## config.mk

```make
export PLATFORM = sky130hd
export DESIGN_NAME = port_merge_rr_flat
export DESIGN_NICKNAME = d
export VERILOG_FILES = /design/src/rtl/port_merge_rr_pkg.sv /design/src/rtl/port_merge_rr_if.sv /design/src/rtl/port_merge_rr_arbiter.sv /design/src/rtl/port_merge_rr.sv /design/src/flat_wrapper.sv
export SDC_FILE = /design/constraint.sdc
export NUM_CORES = 1
export LEC_CHECK = 0
export ABC_AREA = 1
export BUFFER_PORTS_ARGS = -buffer_cell sky130_fd_sc_hd__buf_2
export CAP_MARGIN = 25
export CORE_AREA = 2 2 54 56
export CTS_BUF_LIST = sky130_fd_sc_hd__clkbuf_4 sky130_fd_sc_hd__clkbuf_8
export CTS_CLUSTER_SIZE = 40
export DETAILED_ROUTE_END_ITERATION = 16
export DIE_AREA = 0 0 56 58
export PLACE_DENSITY = 0.72
export SYNTH_ARGS = -nofsm -noshare
export SYNTH_HDL_FRONTEND = slang
export SYNTH_HIERARCHICAL = 1
export SYNTH_SLANG_ARGS = --single-unit
```

## constraint.sdc

```tcl
create_clock -name clk -period 4.6 [get_ports clk]
set_clock_uncertainty 0.2 [all_clocks]
set_input_delay 0.92 -clock clk [delete_from_list [all_inputs] [get_ports clk]]
set_output_delay 0.92 -clock clk [all_outputs]
set_load 0.02 [all_outputs]
```

## src/rtl/port_merge_rr_pkg.sv

```systemverilog
// Shared types and helpers for the round-robin stream merger.
package port_merge_pkg;
  typedef enum logic {IDLE, LOCKED} merge_state_e;

  function automatic int chan_w(input int n);
    return ($clog2(n) > 1) ? $clog2(n) : 1;
  endfunction
endpackage

```

## src/rtl/port_merge_rr_if.sv

```systemverilog
// N-to-1 merge bus: NUM_IN producer channels in, one registered stream out.
interface port_merge_rr_if
  import port_merge_pkg::*;
#(
  parameter int NUM_IN = 4,
  parameter int WIDTH  = 8,
  parameter int CHAN_W = chan_w(NUM_IN)
) ();
  logic [NUM_IN-1:0]       in_valid;
  logic [NUM_IN-1:0]       in_ready;
  logic [NUM_IN*WIDTH-1:0] in_data;
  logic [NUM_IN-1:0]       in_last;
  logic                    out_valid;
  logic                    out_ready;
  logic [WIDTH-1:0]        out_data;
  logic [CHAN_W-1:0]       out_chan;
  logic                    out_last;

  modport slave (
    input  in_valid, in_data, in_last, out_ready,
    output in_ready, out_valid, out_data, out_chan, out_last
  );
  modport master (
    output in_valid, in_data, in_last, out_ready,
    input  in_ready, out_valid, out_data, out_chan, out_last
  );
endinterface

```

## src/rtl/port_merge_rr_arbiter.sv

```systemverilog
// Round-robin pick: first requester at or after ptr, wrapping to the lowest index.
module rr_arbiter
  import port_merge_pkg::*;
#(
  parameter int  NUM_IN = 4,
  localparam int CHAN_W = chan_w(NUM_IN)
) (
  input  logic [NUM_IN-1:0] req,
  input  logic [CHAN_W-1:0] ptr,
  input  logic              en,
  output logic [NUM_IN-1:0] gnt,
  output logic [CHAN_W-1:0] gnt_idx
);
  logic w_found;

  always_comb begin
    gnt     = '0;
    gnt_idx = '0;
    w_found = 1'b0;
    for (int j = 0; j < NUM_IN; j++) begin
      if (!w_found && req[j] && (j >= int'(ptr))) begin
        w_found = 1'b1;
        gnt_idx = CHAN_W'(j);
      end
    end
    // Nothing at or above ptr: wrap around to the lowest requester.
    for (int j = 0; j < NUM_IN; j++) begin
      if (!w_found && req[j]) begin
        w_found = 1'b1;
        gnt_idx = CHAN_W'(j);
      end
    end
    if (w_found && en) gnt[gnt_idx] = 1'b1;
  end
endmodule

```

## src/rtl/port_merge_rr.sv

```systemverilog
// N-to-1 valid/ready merger with round-robin fairness, channel tagging and optional packet lock.
module port_merge_rr
  import port_merge_pkg::*;
#(
  parameter int NUM_IN   = 4,
  parameter int WIDTH    = 8,
  parameter int PKT_LOCK = 0
) (
  input logic             clk,
  input logic             rst,
  port_merge_rr_if.slave  bus
);
  localparam int CHAN_W = chan_w(NUM_IN);

  merge_state_e      r_state;
  logic [CHAN_W-1:0] r_ptr;
  logic [CHAN_W-1:0] r_lock_chan;
  logic              r_out_valid;
  logic [WIDTH-1:0]  r_out_data;
  logic [CHAN_W-1:0] r_out_chan;
  logic              r_out_last;

  logic              w_load_en;
  logic              w_locked;
  logic [NUM_IN-1:0] w_req;
  logic [CHAN_W-1:0] w_arb_ptr;
  logic [NUM_IN-1:0] w_gnt;
  logic [CHAN_W-1:0] w_gidx;
  logic [CHAN_W-1:0] w_next;
  logic              w_accept;
  logic [WIDTH-1:0]  w_data;
  logic              w_last;

  assign w_load_en = !r_out_valid || bus.out_ready;
  assign w_locked  = (PKT_LOCK != 0) && (r_state == LOCKED);
  // While locked, everyone but the owning channel is masked out of arbitration.
  assign w_req     = w_locked ? (bus.in_valid & (NUM_IN'(1) << r_lock_chan)) : bus.in_valid;
  assign w_arb_ptr = w_locked ? r_lock_chan : r_ptr;

  rr_arbiter #(.NUM_IN(NUM_IN)) u_arb (
    .req     (w_req),
    .ptr     (w_arb_ptr),
    .en      (w_load_en),
    .gnt     (w_gnt),
    .gnt_idx (w_gidx)
  );

  assign w_accept     = |w_gnt;
  assign w_next       = (w_gidx == CHAN_W'(NUM_IN - 1)) ? '0 : w_gidx + 1'b1;
  assign bus.in_ready = w_gnt;

  always_comb begin
    w_data = '0;
    w_last = 1'b0;
    for (int j = 0; j < NUM_IN; j++) begin
      if (w_gnt[j]) begin
        w_data = bus.in_data[j*WIDTH +: WIDTH];
        w_last = bus.in_last[j];
      end
    end
  end

  always_ff @(posedge clk or posedge rst) begin
    if (rst) begin
      r_state     <= IDLE;
      r_ptr       <= '0;
      r_lock_chan <= '0;
      r_out_valid <= 1'b0;
      r_out_data  <= '0;
      r_out_chan  <= '0;
      r_out_last  <= 1'b0;
    end else if (w_accept) begin
      r_out_valid <= 1'b1;
      r_out_data  <= w_data;
      r_out_chan  <= w_gidx;
      r_out_last  <= (PKT_LOCK == 0) ? 1'b1 : w_last;
      if (PKT_LOCK == 0 || w_last) begin
        // Closing beat (or single beat): advance past the granted channel.
        r_state <= IDLE;
        r_ptr   <= w_next;
      end else if (r_state == IDLE) begin
        r_state     <= LOCKED;
        r_lock_chan <= w_gidx;
      end
    end else if (bus.out_ready) begin
      r_out_valid <= 1'b0;
    end
  end

  assign bus.out_valid = r_out_valid;
  assign bus.out_data  = r_out_data;
  assign bus.out_chan  = r_out_chan;
  assign bus.out_last  = r_out_last;
endmodule

```

## src/flat_wrapper.sv

```systemverilog
// flat-port wrapper written by rule: the top's interface ports become plain ports
module port_merge_rr_flat import port_merge_pkg::*;
#(
  parameter int NUM_IN   = 4,
  parameter int WIDTH    = 8,
  parameter int PKT_LOCK = 0
)
  (clk, rst, bus_in_valid, bus_in_data, bus_in_last, bus_out_ready, bus_in_ready, bus_out_valid, bus_out_data, bus_out_chan, bus_out_last);
  port_merge_rr_if #(.NUM_IN(NUM_IN), .WIDTH(WIDTH)) bus_i ();
  input logic clk;
  input logic rst;
  input wire logic [$bits(bus_i.in_valid)-1:0] bus_in_valid;
  input wire logic [$bits(bus_i.in_data)-1:0] bus_in_data;
  input wire logic [$bits(bus_i.in_last)-1:0] bus_in_last;
  input wire logic [$bits(bus_i.out_ready)-1:0] bus_out_ready;
  output wire logic [$bits(bus_i.in_ready)-1:0] bus_in_ready;
  output wire logic [$bits(bus_i.out_valid)-1:0] bus_out_valid;
  output wire logic [$bits(bus_i.out_data)-1:0] bus_out_data;
  output wire logic [$bits(bus_i.out_chan)-1:0] bus_out_chan;
  output wire logic [$bits(bus_i.out_last)-1:0] bus_out_last;
  assign bus_i.in_valid = bus_in_valid;
  assign bus_i.in_data = bus_in_data;
  assign bus_i.in_last = bus_in_last;
  assign bus_i.out_ready = bus_out_ready;
  assign bus_in_ready = bus_i.in_ready;
  assign bus_out_valid = bus_i.out_valid;
  assign bus_out_data = bus_i.out_data;
  assign bus_out_chan = bus_i.out_chan;
  assign bus_out_last = bus_i.out_last;
  port_merge_rr #(.NUM_IN(NUM_IN), .WIDTH(WIDTH), .PKT_LOCK(PKT_LOCK)) u_core (.clk(clk), .rst(rst), .bus(bus_i));
endmodule
```

==> impl_results.md, run 1 <==
* Status: completed
* Min cycle time layout at 3.54 ns
* Logic pwr share at 63.8%
* Worst Setup EP: bus_in_ready[0]
* Clock Sink Count at 14
* Register area share after synthesis at 33.8%
* RSZ-0062 raised after global routing: no
* CP max stage delay at 0.57 ns
* Hold_sp: u_core/bus.out_last$_DFFE_PP0P_
* Hold Path Class: reg2reg
* Fin Setup TNS at 0 ns
* GRT Total Usage at 14.9%
* # diodes at 0
* Yosys top cell area share at 33.8%
* Total global routing overflow at 0
* Yosys synthesis warning count at 6
* CTS Buf Count at 3
* Final hold vios at 0
* Worst path required time at 3.48 ns
* IO Port Bufs at 54
* Simple-Gate Fraction of Synth Area at 46.9%
* Clock tree root driver cell: clkbuf_4
* Router iterations before antenna repair at 4
* P&R area growth vs syn at 28.9%
* Top-count cell post-synth: nand2_1
* Leakage at 0.788 nW
* Register bit total from synthesis at 14
* Power per cell area at 636 nW/um^2
* Worst-path clk slew at 0.08 ns
* Routed Wire Length at 2320 um
* Most frequent CP cell: nand2_1
* Synth unique cells at 19
* Max_cap viols at 0
* Part of the power in registers at 25.8%
* Placed inst area at 1300 sq um
* CTS H-Tree Depth at 1
* Cells after Synth at 147
* Largest area contributor in the netlist: dfrtp_1
* Register-to-Register Path Depth at 14
* R2r endpoint: u_core/bus.out_data[0]$_DFFE_PP0P_
* Filler cells at 281
* Synth Area in Adders at 1.21%
* Crit-path cells: buf_2 -> nand2_1 -> nand2_1 -> nor2_4 -> nand3_1 -> nand2_2 -> inv_1 -> nand2_1 -> nor2_1 -> buf_2
* Worst slew pin tran at 0.749 ns
* Via density at 4.52
* Row count at 19
* Drt drc at 0
* Post-CTS Resized at 0
* Avg WL per Cell at 9.97 um
* Critical-path maximum fanout at 10
* Post-Synth XOR/XNOR Area at 0%
* Commonest cells post-synth: nand2_1, nand3_1, inv_1, dfrtp_1
* DIE AREA at 3250 sq um
* Ranking of synthesized cells by area: dfrtp_1, nand2_1, nand3_1, inv_1, nand2_2
* Worst path slowest cell: nor2_1
* Worst EP arrival at 2.42 ns
* CTS max path bufs at 2
* Compound-Gate Fraction of Synth Area at 4.35%
* Clock power frac at 10.4%
* Largest family of logic cells by synthesized area: simple AND/OR/NAND/NOR gates
* VDD IR-drop max at 0.342 mV
* Kind of critical path: in2out
* Post-DP HPWL at 1830 um
* Final worst-path cycle share at 76.9%
* Max transition margin at 49.9%
* Clk_lat worst skew at 0.28 ns
* Placed instance count at 229
* Async set-reset flop share out of synthesis at 100%
* Initial Util at 38.9%
* Post-synth top flop: dfrtp_1
* Crit start category: input pin
* Postcts setup bufs at 0
* Worst R2R Start: u_core/r_ptr[0]$_DFFE_PP0P_
* Via count at 1054
* Nets@finish at 247
* Largest net degree at the start of global routing at 19
* Vias in the first global route at 957
* Max Clk Rate at 0.283 GHz
* Final Cell Area at 1340 sq um
* Switch share at 49.9%
* 1st-iter DRT viols at 34
* IO Count at 59
* First-pass GRT wire length at 3880 um
* Final antenna-violating net count at 0
* GP Congestion at 0.862
* Int Power at 0.425 mW
* Switching pwr at 0.424 mW
* Cts hold-fix bufs at 0
* Number of enable flip-flop cells after synthesis at 0
* Die width at 56 um
* Cell Count, Final, Fillers Out at 233
* CTS tree: done
* Total core area at 2660 sq um
* Synthesized Nets at 191
* Mean Syn Cell Area at 7.05 sq um
* Mapped Area at 1040 sq um
* Final max-slew violation count at 0
* # setup viols final at 0
* Antenna violations before repair at 0
* Crit path from: bus_in_valid[1]
* Worst setup EP type: primary output
* Die span in y at 58 um
* Slack of the worst reg-to-reg path at 2.26 ns
* Layout cells sized above 1 at 41.1%
* Mux cell area share after synthesis at 0%
## worst min-delay path by stage
| stage | to | slack [ns] | cells past startpoint |
|---|---|---|---|
| floorplan | u_core/r_ptr[0]$_DFFE_PP0P_ | 0.28 | 2 |
| global placement | u_core/bus.out_last$_DFFE_PP0P_ | 0.25 | 1 |
| detailed placement | u_core/bus.out_chan[1]$_DFFE_PP0P_ | 0.26 | 2 |
| CTS | u_core/bus.out_last$_DFFE_PP0P_ | 0.28 | 1 |
| global route | u_core/bus.out_last$_DFFE_PP0P_ | 0.29 | 1 |
| finish | u_core/bus.out_last$_DFFE_PP0P_ | 0.27 | 1 |
## power groups by stage
stage	clock [mW]	sequential [mW]	combinational (mW)
after floorplan	0	0.280	0.396
after global placement	0	0.219	0.545
after detailed placement	0	0.221	0.550
after CTS	0.0925	0.220	0.550
after global routing	0.0947	0.226	0.607
final	0.0883	0.219	0.542
## layout make-up
cell class	instances	area [sq um]	share of cell area [%]
clock buffer	4	36.3	2.72
inverter	19	73.8	5.53
multi-input combinational	108	543	40.7
sequential	14	350	26.2
tap	31	38.8	2.91
timing repair buffer	57	293	21.9
## logic make-up (layout without fill, tap and decap cells)
| group | count (synthesis) | after routing |
|---|---|---|
| compound gates | 9 | 9 |
| simple gates | 98 | 98 |
| flops | 14 | 14 |
| fa+ha+maj | 1 | 1 |
| buf+inv | 25 | 80 |
## state kept, by name, summed over array words and instances (netlist names)
name                  cells
u_core/bus.out_chan       2
u_core/bus.out_data       8
u_core/bus.out_last       1
u_core/bus.out_valid      1
u_core/r_ptr              2
## critical path, delay by kind of cell
family	cells	cell delay (ns)
simple gates	7	1.04
buf+inv	3	0.45
## cells in the final DEF (no fill, tap or decap), types with 5 or more instances in the layout
master,instances
a21oi_1,8
buf_2,54
nand2_1,50
dfrtp_1,14
nand3_2,5
nand2_2,8
nor2_1,6
inv_1,16
nand3_1,22
## routing by layer
metal / global-route usage (%) / routed length [um] / vias to the layer above
met2: 24.9 / 1070 / 43
met5: 0 / 0 / -
li1: - / - / 571
met3: 2.68 / 166 / 2
met1: 19.5 / 1080 / 438
met4: 5.10 / 8 / 0
## through the flow
stage / total power, mW / setup WS (ns) / hold slack (ns) / utilization [%]
6_report: 0.849 / 1.06 / 0.270 / 50.1
5_1_grt: 0.928 / 0.915 / 0.294 / 50.1
4_1_cts: 0.862 / 1.06 / 0.282 / 50.1
3_5_place_dp: 0.772 / 1.07 / 0.261 / 48.8
3_3_place_gp: 0.764 / 1.06 / 0.250 / 48.8
2_1_floorplan: 0.676 / 1.71 / 0.280 / -
No activity file was read; power rests on OpenSTA's default activity.
==> inputs of run 2 (changes only) <==
--- a/config.mk
+++ b/config.mk
@@ -13,7 +13,7 @@
 export CTS_CLUSTER_SIZE = 40
 export DETAILED_ROUTE_END_ITERATION = 16
 export DIE_AREA = 0 0 56 58
-export PLACE_DENSITY = 0.72
+export PLACE_DENSITY = 0.75
 export SYNTH_ARGS = -nofsm -noshare
 export SYNTH_HDL_FRONTEND = slang
 export SYNTH_HIERARCHICAL = 1
==> constraint.sdc (replaced) <==
create_clock -name clk -period 3.1 [get_ports clk]
set_clock_uncertainty 0.2 [all_clocks]
set_input_delay 0.62 -clock clk [delete_from_list [all_inputs] [get_ports clk]]
set_output_delay 0.62 -clock clk [all_outputs]
set_load 0.02 [all_outputs]
==> run 2 against run 1 <==
  * Global-route usage rose by 0.45 points
  * Largest cell class unchanged
  * Hold slack got worse by 0.094 ns
  * Non-clock buffer count did not move
  * Highest routed layer is now met3
==> impl_results.md, run 2 (synthesized netlist as in run 1, its figures left out) <==
* Status: completed
* Final hold vios at 0 (unchanged)
* Max Clk Rate at 0.358 GHz
* First-pass GRT wire length at 3950 um (+1.8%)
* CTS tree: done
* Post-CTS Resized at 0 (unchanged)
* Power per cell area at 931 nW/um^2 (+46%)
* RSZ-0062 raised after global routing: no
* Worst-path clk slew at 0.07 ns (about the same)
* 1st-iter DRT viols at 20 (-41%)
* Worst setup EP type: primary output
* Final max-slew violation count at 0 (unchanged)
* Part of the power in registers at 26.4% (+0.6 points)
* Post-DP HPWL at 1980 um (+8.0%)
* Total global routing overflow at 0 (unchanged)
* Total core area at 2660 sq um (unchanged)
* Routed Wire Length at 2400 um (+3.1%)
* VDD IR-drop max at 0.396 mV (+16%)
* Leakage at 0.781 nW (-0.92%)
* Die span in y at 58 um (unchanged)
* Hold Path Class: in2async
* DP Worst Slack at 0.156 ns (-0.917 ns)
* Row count at 19 (unchanged)
* Fin Setup TNS at 0 ns (unchanged)
* GP Congestion at 0.845 (-1.9%)
* Kind of critical path: reg2out
* Drt drc at 0 (unchanged)
* Multi-input combinational cell area at 546 sq um (+0.46%)
* Via density at 4.55 (+0.62%)
* Most frequent cells in the layout: buf_2, nand2_1, nand3_1
* Critical-path maximum fanout at 10 (unchanged)
* Clock Sink Count at 14 (unchanged)
* IO Count at 59 (unchanged)
* Final antenna-violating net count at 0 (unchanged)
* Final worst-path cycle share at 90.0%
* Clock tree root driver cell: clkbuf_4
* Clk_lat worst skew at 0.26 ns (-0.02 ns)
* Layout cells sized above 1 at 41.3% (+0.20 points)
* Worst slew pin tran at 0.525 ns (-0.224 ns)
* Most common cell after layout, fill and taps aside: buf_2
* Nets@finish at 247 (unchanged)
* Postcts setup bufs at 0 (unchanged)
* IO Port Bufs at 54 (unchanged)
* Logic pwr share at 65.9% (+2.1 points)
* Initial Util at 38.9% (unchanged)
* R2r endpoint: u_core/bus.out_data[4]$_DFFE_PP0P_
* Crit start category: flop
* Max transition margin at 65.0% (+15 points)
* Register area at 350 sq um (unchanged)
* Switching pwr at 0.626 mW (+48%)
* Slack of the worst reg-to-reg path at 0.91 ns (-1.35 ns)
* GRT Total Usage at 15.3% (+0.45 points)
* Register-to-Register Path Depth at 14 (unchanged)
* Antenna violations before repair at 0 (unchanged)
* CTS max path bufs at 2 (unchanged)
* Filler cells at 304 (+8.2%)
* CTS Buf Count at 3 (unchanged)
* Max reg flops at 8 (unchanged)
* Avg WL per Cell at 10.3 um (+3.5%)
* Overall Power at 1.23 mW (+45%)
* Worst R2R Start: u_core/r_ptr[0]$_DFFE_PP0P_
* Cts hold-fix bufs at 0 (unchanged)
* Worst Setup Slack, final at 0.310 ns (-0.753 ns)
* Max_cap viols at 0 (unchanged)
* Clock power frac at 7.7% (-2.7 points)
* Largest net degree at the start of global routing at 18 (-1)
* P&R area growth vs syn at 27.8%
* CTS H-Tree Depth at 1 (unchanged)
* Min cycle time layout at 2.79 ns
* Int Power at 0.606 mW (+42%)
* DIE AREA at 3250 sq um (unchanged)
* Worst EP arrival at 1.97 ns (-0.45 ns)
* # setup viols final at 0 (unchanged)
* Via count at 1056 (+0.19%)
* Router iterations before antenna repair at 4 (unchanged)
* Worst path required time at 2.28 ns (-1.20 ns)
* Vias in the first global route at 948 (-0.94%)
* Switch share at 50.8% (+0.88 points)
* Die width at 56 um (unchanged)
* # diodes at 0 (unchanged)
-- run 2: cell count changes in the layout (fill, tap and decap cells not counted), sizes merged --
cell / change
clkbuf: -1
-- run 2: worst max-delay path by stage --
stage | slack (ns) | startpoint | endpoint | cells after the start
after floorplan | 0.69 | bus_in_valid[1] | u_core/bus.out_data[0]$_DFFE_PP0P_ | 14
after global placement | 0.18 | bus_in_valid[1] | bus_in_ready[0] | 10
after detailed placement | 0.16 | bus_in_valid[1] | bus_in_ready[0] | 10
after CTS | 0.07 | u_core/r_ptr[0]$_DFFE_PP0P_ | bus_in_ready[0] | 10
after global routing | 0.11 | u_core/r_ptr[0]$_DFFE_PP0P_ | bus_in_ready[0] | 10
final | 0.31 | u_core/r_ptr[0]$_DFFE_PP0P_ | bus_in_ready[0] | 10
-- run 2: layout make-up --
type / instances / area share (%)
clock buffers: 3 / 1.70
flip-flops and latches: 14 / 26.5
repair buffers: 57 / 22.1
inverters: 19 / 5.58
well taps: 31 / 2.93
multi-input cells: 108 / 41.2
-- run 2: power by group through the flow --
stage	clock (mW)	combinational, mW	sequential, mW
finish	0.0945	0.812	0.326
global route	0.108	0.903	0.339
CTS	0.102	0.821	0.328
detailed placement	0	0.819	0.331
global placement	0	0.803	0.326
floorplan	0	0.588	0.415
-- run 2: metrics by stage --
stage          hold WS [ns]  util [%]  cells  area, sq um
2_1_floorplan         0.280         -    147         1040
3_3_place_gp          0.248      48.8    229         1300
3_5_place_dp          0.261      48.8    229         1300
4_1_cts               0.177      49.6    232         1320
5_1_grt               0.238      49.7    232         1320
6_report              0.175      49.7    232         1320
-- run 2: worst max-delay path, stage by stage, from the launching register on --
cell and delay (ns):
dfrtp_1 0.40, nor2_1 0.11, nand2_1 0.09, nand2_1 0.11, nor2_4 0.05, nand3_1 0.07, nand2_2 0.09, inv_1 0.06
nand2_1 0.07, nor2_2 0.39, buf_2 0.26
-- run 2: per-layer routing --
layer,vias to the layer above,GRT usage (%),routed length [um]
met2,43,26.7,1160
met4,0,4.08,0
met3,0,3.35,183
li1,566,-,-
met1,447,19.3,1050
met5,-,0,0
==> inputs of run 3 (changes only) <==
--- a/config.mk
+++ b/config.mk
@@ -8,11 +8,11 @@
 export ABC_AREA = 1
 export BUFFER_PORTS_ARGS = -buffer_cell sky130_fd_sc_hd__buf_2
 export CAP_MARGIN = 25
-export CORE_AREA = 2 2 54 56
+export CORE_AREA = 3 3 55 57
 export CTS_BUF_LIST = sky130_fd_sc_hd__clkbuf_4 sky130_fd_sc_hd__clkbuf_8
 export CTS_CLUSTER_SIZE = 40
 export DETAILED_ROUTE_END_ITERATION = 16
-export DIE_AREA = 0 0 56 58
+export DIE_AREA = 0 0 58 60
 export PLACE_DENSITY = 0.75
 export SYNTH_ARGS = -nofsm -noshare
 export SYNTH_HDL_FRONTEND = slang
==> constraint.sdc (replaced) <==
create_clock -name clk -period 2.2 [get_ports clk]
set_clock_uncertainty 0.2 [all_clocks]
set_input_delay 0.44 -clock clk [delete_from_list [all_inputs] [get_ports clk]]
set_output_delay 0.44 -clock clk [all_outputs]
set_load 0.02 [all_outputs]
==> run 3 against run 2 <==
  * The flow now finishes with violations (negative setup slack)
  * Global-route usage grew 0.72 points
  * Setup slack lost 0.34 ns
  * Cell area grew 19%
  * Die area grew 7.1%
  * Largest cell class unchanged
  * Clock-buffer cell count grew 1
  * First-iteration DRC count grew 45%
  * Final cell count grew 5.6%
  * Critical path type unchanged
  * Critical endpoint unchanged
==> impl_results.md, run 3 (synthesized netlist as in run 1, its figures left out) <==
* # setup viols final at 4 (+4)
* Largest net degree at the start of global routing at 17 (-1)
* CTS max path bufs at 2 (unchanged)
* DIE AREA at 3480 sq um (+7.1%)
* Register-to-Register Path Depth at 14 (unchanged)
* Most common cell after layout, fill and taps aside: buf_2
* Clock Sink Count at 14 (unchanged)
* Nets@finish at 260 (+5.3%)
* Fin Hold WS at 0.176 ns (+0.000803 ns)
* Via count at 1121 (+6.2%)
* Clock power frac at 8.8% (+1.1 points)
* Worst Setup Slack, final at -0.0298 ns (-0.340 ns)
* GP Congestion at 0.856 (+1.3%)
* IO Count at 59 (unchanged)
* Power per cell area at 1340 nW/um^2 (+44%)
* Failing checks: negative setup slack
* Final antenna-violating net count at 0 (unchanged)
* Fin Setup TNS at -0.0940 ns (-0.0940 ns)
* Status: finished, violations left
* Worst-path clk slew at 0.09 ns (+0.02 ns)
* Crit path buf inv count at 2 (unchanged)
* Max reg flops at 8 (unchanged)
* Antenna violations before repair at 0 (unchanged)
* Logic pwr share at 69.6% (+3.7 points)
* Critical-path maximum fanout at 4 (-6)
* Max_cap viols at 0 (unchanged)
* Max Clk Rate at 0.448 GHz
* Total core area at 2520 sq um (-5.3%)
* Register area at 350 sq um (unchanged)
* Switching pwr at 1.02 mW (+63%)
* Clock tree root driver cell: clkbuf_4
* CTS Buf Count at 3 (unchanged)
* Via density at 4.58 (+0.52%)
* Leakage at 0.878 nW (+12%)
* Hold Path Stages at 3
* IO Port Bufs at 54 (unchanged)
* Top delay family on crit path: simple AND/OR/NAND/NOR gates
* Int Power at 1.09 mW (+80%)
* Worst path slowest cell: dfrtp_1
* DP Worst Slack at 0.00415 ns (-0.152 ns)
* Final max-slew violation count at 0 (unchanged)
* Total global routing overflow at 0 (unchanged)
* Worst slew pin tran at 0.504 ns (-0.0206 ns)
* Placed instance count at 230 (+0.44%)
* Post-DP HPWL at 2010 um (+1.8%)
* Placed inst area at 1320 sq um (+1.6%)
* Final Cell Area at 1570 sq um (+19%)
* Cell Count, Final, Fillers Out at 245 (+5.6%)
* Worst EP arrival at 1.59 ns (-0.38 ns)
* Most frequent CP cell: nor2_4
* Die span in y at 60 um (+3.4%)
* Min cycle time layout at 2.23 ns
* Crit-path cells: nor2_1 -> nand2_1 -> nand2_2 -> nor2_4 -> nand3b_1 -> nand2_4 -> buf_12 -> nor2_4 -> buf_6
* Stages on worst setup path at 9 (-1)
* Clk_lat worst skew at 0.28 ns (+0.02 ns)
* Die width at 58 um (+3.6%)
* Avg WL per Cell at 10.9 um (+5.2%)
* Initial Util at 41.1% (+2.2 points)
* Worst path required time at 1.56 ns (-0.72 ns)
* Switch share at 48.4% (-2.4 points)
* P&R area growth vs syn at 51.8%
* Part of the power in registers at 21.6% (-4.8 points)
* Vias in the first global route at 1125 (+19%)
* Layout cells sized above 1 at 51.2% (+9.9 points)
* Final worst-path cycle share at 101%
* Overall Power at 2.11 mW (+72%)
* RSZ-0062 raised after global routing: yes
* CTS H-Tree Depth at 1 (unchanged)
* CTS tree: done
* GRT Total Usage at 16.0% (+0.72 points)
* Filler cells at 253 (-17%)
* Crit start category: flop
* Final hold vios at 0 (unchanged)
* # diodes at 0 (unchanged)
* Fin util at 62.4% (+13 points)
* Most frequent cells in the layout: buf_2, nand2_1, nand3_1
* CP max stage delay at 0.42 ns (+0.02 ns)
* First-pass GRT wire length at 4370 um (+11%)
* VDD IR-drop max at 0.698 mV (+76%)
* Multi-input combinational cell area at 628 sq um (+15%)
* Routed Wire Length at 2660 um (+11%)
* Hold Path Class: in2reg
* Row count at 18 (-1)
* 1st-iter DRT viols at 29 (+45%)
* Router iterations before antenna repair at 4 (unchanged)
* Kind of critical path: reg2out
* Drt drc at 0 (unchanged)
* Worst setup EP type: primary output
* Max transition margin at 66.4% (+1.4 points)
[run 3: changes by cell type in the layout (fill, tap and decap cells not counted), moves of 3 or more]
cell,previous run,this run
buf_2,54,50
buf_4,3,13
buf_6,0,5
nand2_1,50,44
nand2_4,1,5
nor2_1,5,2
nor2_4,3,7
[run 3: power by group through the flow]
stage | registers (mW) | logic [mW] | clock network, mW
5_1_grt | 0.473 | 1.62 | 0.202
3_5_place_dp | 0.463 | 1.18 | 0
3_3_place_gp | 0.459 | 1.16 | 0
4_1_cts | 0.456 | 1.40 | 0.192
6_report | 0.457 | 1.47 | 0.186
2_1_floorplan | 0.585 | 0.839 | 0
[run 3: tightest hold or removal path: cells and delay by family]
| kind | cells | cell delay, ns |
|---|---|---|
| buf+inv | 1 | 0.07 |
| simple gates | 2 | 0.11 |
[run 3: area by class of cell]
class / instances / share of cell area [%]
sequential: 14 / 22.3
tap: 30 / 2.39
inverter: 19 / 5.49
clock buffer: 4 / 2.31
multi-input combinational: 108 / 39.9
timing repair buffer: 70 / 27.6
[run 3: final timing paths]
path                                                     from                                  to  slack, ns
setup / recovery                  u_core/r_ptr[1]$_DFFE_PP0P_                     bus_in_ready[0]      -0.03
hold / removal                                bus_in_data[29]  u_core/bus.out_data[5]$_DFFE_PP0P_       0.18
setup reg to reg                  u_core/r_ptr[1]$_DFFE_PP0P_     u_core/bus.out_last$_DFFE_PP0P_       0.04
hold reg to reg            u_core/bus.out_chan[1]$_DFFE_PP0P_  u_core/bus.out_chan[1]$_DFFE_PP0P_       0.28
max in group asynchronous                                 rst  u_core/bus.out_data[2]$_DFFE_PP0P_       0.94
min in group asynchronous                                 rst         u_core/r_ptr[0]$_DFFE_PP0P_       0.53
[run 3: timing repair]
action	4_1_cts	5_1_grt
endpoints found under the hold margin	14	0
hold buffers	1	0
endpoints found under the setup margin	4	18
pin swaps	7	4
gates resized for setup	20	14
setup buffers	9	1
[run 3: routing by layer]
| metal | part of all wire, % | routed length [um] | vias up | global-route usage [%] |
|---|---|---|---|---|
| li1 | - | - | 591 | - |
| met1 | 42 | 1110 | 487 | 18.1 |
| met2 | 50 | 1330 | 43 | 30.5 |
| met3 | 8.3 | 220 | 0 | 3.46 |
| met4 | 0 | 0 | 0 | 3.97 |
| met5 | 0 | 0 | - | 0 |
